--- src/rtl/decoder_rr_arbiter.sv ---
//------------------------------------------------------------------------------
// Module  : decoder_rr_arbiter
// Brief   : Round-robin arbiter with registered one-hot grant and binary index
//           for a shared decoder-addressed resource. Optional forced release
//           after MAX_HOLD cycles when ARB_TIMEOUT_EN is defined.
// Revision: 1.0 - initial release
//------------------------------------------------------------------------------
`default_nettype none

module decoder_rr_arbiter #(
  parameter int n        = 2,
  parameter int MAX_HOLD = 16
) (
  input  logic              clk,
  input  logic              rst,
  input  logic              en,
  input  logic [2**n-1:0]   req,
  input  logic              done,
  output logic [2**n-1:0]   gnt,
  output logic [n-1:0]      gnt_idx,
  output logic              busy,
  output logic              timeout
);

  localparam int         c_NREQ  = 2**n;
  localparam logic [0:0] c_IDLE  = 1'b0;
  localparam logic [0:0] c_GRANT = 1'b1;

  logic [0:0]        state_q, state_d;
  logic [c_NREQ-1:0] gnt_q, gnt_d;
  logic [n-1:0]      gnt_idx_q, gnt_idx_d;
  logic [n-1:0]      last_q, last_d;
  logic              busy_q, busy_d;
  logic              timeout_q, timeout_d;

  logic              w_pick_found;
  logic [n-1:0]      w_pick_idx;
  logic              w_release;
  logic              w_expire;

  // Scan last+1, last+2, ... ; n-bit addition provides the modulo wrap.
  always_comb begin
    w_pick_found = 1'b0;
    w_pick_idx   = last_q;
    for (int k = 1; k <= c_NREQ; k++) begin
      logic [n-1:0] cand;
      cand = last_q + n'(k);
      if (!w_pick_found && req[cand]) begin
        w_pick_found = 1'b1;
        w_pick_idx   = cand;
      end
    end
  end

  assign w_release = done | ~req[gnt_idx_q];

`ifdef ARB_TIMEOUT_EN
  localparam int            c_CW   = $clog2(MAX_HOLD + 1);
  localparam logic [c_CW-1:0] c_MAX = c_CW'(MAX_HOLD);
  localparam logic [c_CW-1:0] c_ONE = c_CW'(1);

  logic [c_CW-1:0] hold_q, hold_d;

  // hold_q counts cycles the current grant has been visible.
  always_comb begin
    hold_d = hold_q;
    if (state_q == c_IDLE) begin
      if (en && w_pick_found) hold_d = c_ONE;
    end else if (!w_release && !w_expire) begin
      hold_d = hold_q + c_ONE;
    end
  end

  always_ff @(posedge clk or posedge rst) begin
    if (rst) hold_q <= '0;
    else     hold_q <= hold_d;
  end

  assign w_expire = (state_q == c_GRANT) && (hold_q == c_MAX);
`else
  assign w_expire = 1'b0;
`endif

  always_ff @(posedge clk or posedge rst) begin
    if (rst) begin
      state_q   <= c_IDLE;
      gnt_q     <= '0;
      gnt_idx_q <= '0;
      last_q    <= '1;
      busy_q    <= 1'b0;
      timeout_q <= 1'b0;
    end else begin
      state_q   <= state_d;
      gnt_q     <= gnt_d;
      gnt_idx_q <= gnt_idx_d;
      last_q    <= last_d;
      busy_q    <= busy_d;
      timeout_q <= timeout_d;
    end
  end

  always_comb begin
    state_d = state_q;
    case (state_q)
      c_IDLE:  if (en && w_pick_found)     state_d = c_GRANT;
      c_GRANT: if (w_release || w_expire)  state_d = c_IDLE;
      default:                             state_d = c_IDLE;
    endcase
  end

  // A normal release outranks the forced one, so timeout only fires alone.
  always_comb begin
    gnt_d     = gnt_q;
    gnt_idx_d = gnt_idx_q;
    last_d    = last_q;
    busy_d    = busy_q;
    timeout_d = 1'b0;
    case (state_q)
      c_IDLE: begin
        gnt_d  = '0;
        busy_d = 1'b0;
        if (en && w_pick_found) begin
          gnt_d[w_pick_idx] = 1'b1;
          gnt_idx_d         = w_pick_idx;
          last_d            = w_pick_idx;
          busy_d            = 1'b1;
        end
      end
      c_GRANT: begin
        if (w_release) begin
          gnt_d  = '0;
          busy_d = 1'b0;
        end else if (w_expire) begin
          gnt_d     = '0;
          busy_d    = 1'b0;
          timeout_d = 1'b1;
        end
      end
      default: begin
        gnt_d  = '0;
        busy_d = 1'b0;
      end
    endcase
  end

  assign gnt     = gnt_q;
  assign gnt_idx = gnt_idx_q;
  assign busy    = busy_q;
  assign timeout = timeout_q;

endmodule

`default_nettype wire

--- config.mk ---
export PLATFORM = sky130hd
export DESIGN_NAME = decoder_rr_arbiter
export DESIGN_NICKNAME = d
export VERILOG_FILES = /design/src/rtl/decoder_rr_arbiter.sv
export SDC_FILE = /design/constraint.sdc
export NUM_CORES = 1
export LEC_CHECK = 0
export CAP_MARGIN = 25
export CELL_PAD_IN_SITES_DETAIL_PLACEMENT = 0
export CELL_PAD_IN_SITES_GLOBAL_PLACEMENT = 2
export CORE_MARGIN = 3
export CORE_UTILIZATION = 29
export DETAILED_ROUTE_END_ITERATION = 10
export HOLD_SLACK_MARGIN = 0.08
export PLACE_DENSITY = 0.83
export SLEW_MARGIN = 30
export SYNTH_ARGS = -nofsm -noshare
export SYNTH_HDL_FRONTEND = slang
export SYNTH_SLANG_ARGS = --single-unit
--- constraint.sdc ---
create_clock -name clk -period 3.5 [get_ports clk]
set_input_delay 0.7 -clock clk [delete_from_list [all_inputs] [get_ports clk]]
set_output_delay 0.7 -clock clk [all_outputs]
set_load 0.02 [all_outputs]
==> metrics.txt <==
Slowest cell on crit path=or4_1; largest area contributor in the netlist=dfrtp_1; mapped cell area=539 sq um; TritonCTS clock tree=yes; initial core utilization=33.1%; maxcap violations=0; clock network power share=19.3%; RR Endpoint=gnt[1]; RSZ-0062 raised after global routing=false; combinational group share of total power=42.3%; CP Max Fanout=14; NetSw=199 uW; number of post-CTS setup repair buffers=0; Final Max Slew Viols=0; gr ovfl total=0; number of synthesized flops with an enable pin=0; antenna fix cells=0; die area=2410 sq um; #FFs+latches synth=10; Tmin final=between 2 and 2.5 ns; startpoint class of the critical path=primary input; H-tree levels=1; Final Cycle Share=63.2%; Worst Skew=0.00408 ns; initial antenna violation count=0; CP delay by family, top=simple AND/OR/NAND/NOR gates; crit end category=flip-flop; Via density=slightly below 5; crit path DAT=2.36 ns; CTS clk-pin slew, worst paths=0.07 ns; syn_area_per_cell=10.4 sq um; Cell variety after synth=26; Worst-Margin Slew=0.636 ns; Antenna Nets Post-Route=0; WP data required=roughly 3.7 ns; clk sink count=10; critical path depth=4; # setup viols final=0; Main synth FF type=dfrtp_1; Pwr Density=755 nW/um^2; critical path class=in2reg; CP Cell Sequence=clkdlybuf4s50_1, or4_1, and3_1, a32o_2; Synth area leaders=dfrtp_1 37%, dfstp_2 9.7%, a32o_2 8.4%; Max Root-Sink Buffers=2; CORE AREA=1630 sq um; status=finished, final reports clean; count leader, synth=dfrtp_1; Mapped Cells=52; Post-Syn Nets=60; Int Power=338 uW; Detailed Route WL=1130 microns; GP Congestion=0.655; total CTS buffers=3; vias in the first global route=464; Ports=16; Detailed Routing Iterations Pass 1=4; first-pass GRT wire length=2020 microns; R2R cell count=4; M3 GR Usage=4.28%; Top Usage Layer GRT=met2; switch share=a little under two fifths; HP Class=reg2reg; Vias=438; top cell type's share of synthesized area=a little under two fifths; Max Freq=452 MHz; r2r setup slk=1.94 ns; met1 Track Usage GR=between 10% and 20%; Leak Pwr=0.000330 uW; hold path startpoint=busy; cts hold-fix bufs=0; yosys warns=0; Worst Path Buf+Inv=1; nets@finish=76; Largest stage delay, worst path=approximately 0.53 ns; Port Buffers=14; dpl cell area=a little under 700 sq um; Syn-to-layout area delta=32.0%; number of DRC markers in iteration 0=4; hold path endpoint=busy; sequential share of the synthesized area=a little under half; Filler Cell Count=166; Hold Violations, Final=0; met2 GRT Util=15.6%; hold depth=1; Die Ht=just under 50 microns; Clk Tree Root Cell=clkbuf_4; reg2reg start=last_q[1]; Flop pwr share=between 30% and 40%; WL per Instance=12.4 microns; headroom to the max-slew limit=57.5%; maximum vdd drop=317 uV; Post-CTS Resized=0; # DRC=0; largest net degree at the start of global routing=15; row count=14; share of cells above drive strength 1=around 16%; Die W=slightly below 50 microns; final instance area=712 sq um; clk_lat worst skew=0.26 ns; setup_tns=0 ns; most frequent cells after synthesis=8 x dfrtp_1, 6 x a21oi_1, 4 x a32o_2, 4 x nor2_1, 3 x inv_1; ys async rst share=between 90% and 100%; overall global routing resource usage=10.5%
layout make-up:
cell class	count	area [sq um]	area share (%)
Clock buffer	4	36.3	5.10
Inverter	3	11.3	1.58
Tap cell	24	30.0	4.22
Timing Repair Buffer	14	140	19.7
Multi-Input combinational cell	36	241	33.9
Sequential cell	10	253	35.5
worst max-delay path by stage:
stage	start	end	slack, ns
2_1_floorplan	req[3]	state_q	1.56
3_3_place_gp	req[3]	gnt[1]	1.02
3_5_place_dp	req[3]	gnt[0]	1.01
4_1_cts	req[3]	gnt[1]	1.28
5_1_grt	req[3]	gnt[1]	1.18
6_report	req[3]	gnt[1]	1.29
worst register-to-register path, cell delays in order, from the launching register on:
cell	delay (ns)
dfstp_2	0.59
nand2b_1	0.12
a21oi_1	0.07
or3_1	0.38
a32o_2	0.28
metrics by stage:
stage | total power, uW | cells | utilization [%] | hold slack (ns) | worst slack, ns
after floorplan | 357 | 52 | - | 0.498 | 1.56
after global placement | 439 | 87 | 41.5 | 0.487 | 1.02
after detailed placement | 438 | 87 | 41.5 | 0.469 | 1.01
after CTS | 546 | 91 | 43.7 | 0.490 | 1.28
after global routing | 574 | 91 | 43.7 | 0.507 | 1.18
final | 537 | 91 | 43.7 | 0.484 | 1.29
layer usage:
metal  wire length (microns)  up-vias
li1                        -      217
met2                     486       17
met4                       6        0
met1                     554      202
met3                      85        2
met5                       0        -
registers in the layout, indices dropped and copies added, names as in the netlist:
| signal | cells |
|---|---|
| gnt_idx | 2 |
| last_q | 2 |
| gnt | 4 |
| busy | 1 |
| state_q | 1 |
cells in the final DEF (no fill, tap or decap), types with 2 or more instances in the layout:
| cell type | netlist | final |
|---|---|---|
| nor2_1 | 4 | 4 |
| clkdlybuf4s50_1 | 0 | 14 |
| a211oi_1 | 2 | 2 |
| o21ai_0 | 2 | 2 |
| a32o_2 | 4 | 4 |
| clkbuf_4 | 0 | 3 |
| nand2b_1 | 2 | 2 |
| nor3_1 | 2 | 2 |
| inv_1 | 3 | 3 |
| a21oi_1 | 6 | 6 |
| dfrtp_1 | 8 | 8 |
| and3_1 | 2 | 2 |
| dfstp_2 | 2 | 2 |
power groups by stage:
stage                     Combinational (uW)  Clock [uW]  Sequential [uW]
after floorplan                          125           0              231
after global placement                   229           0              210
after detailed placement                 230           0              208
after CTS                                231         108              207
after global routing                     249         112              213
final                                    227         103              206
cell families (layout without fill, tap and decap cells):
logic type,count (synthesis),count (layout),share of synthesized area (%)
multiplexers,1,1,1.86
other,1,1,0.695
buffers and inverters,6,21,8.35
AO/OA/AOI/OAI,17,17,24.4
flip-flops,10,10,46.9
AND/OR/NAND/NOR,17,17,17.9
(Power assumes the default switching activity.)
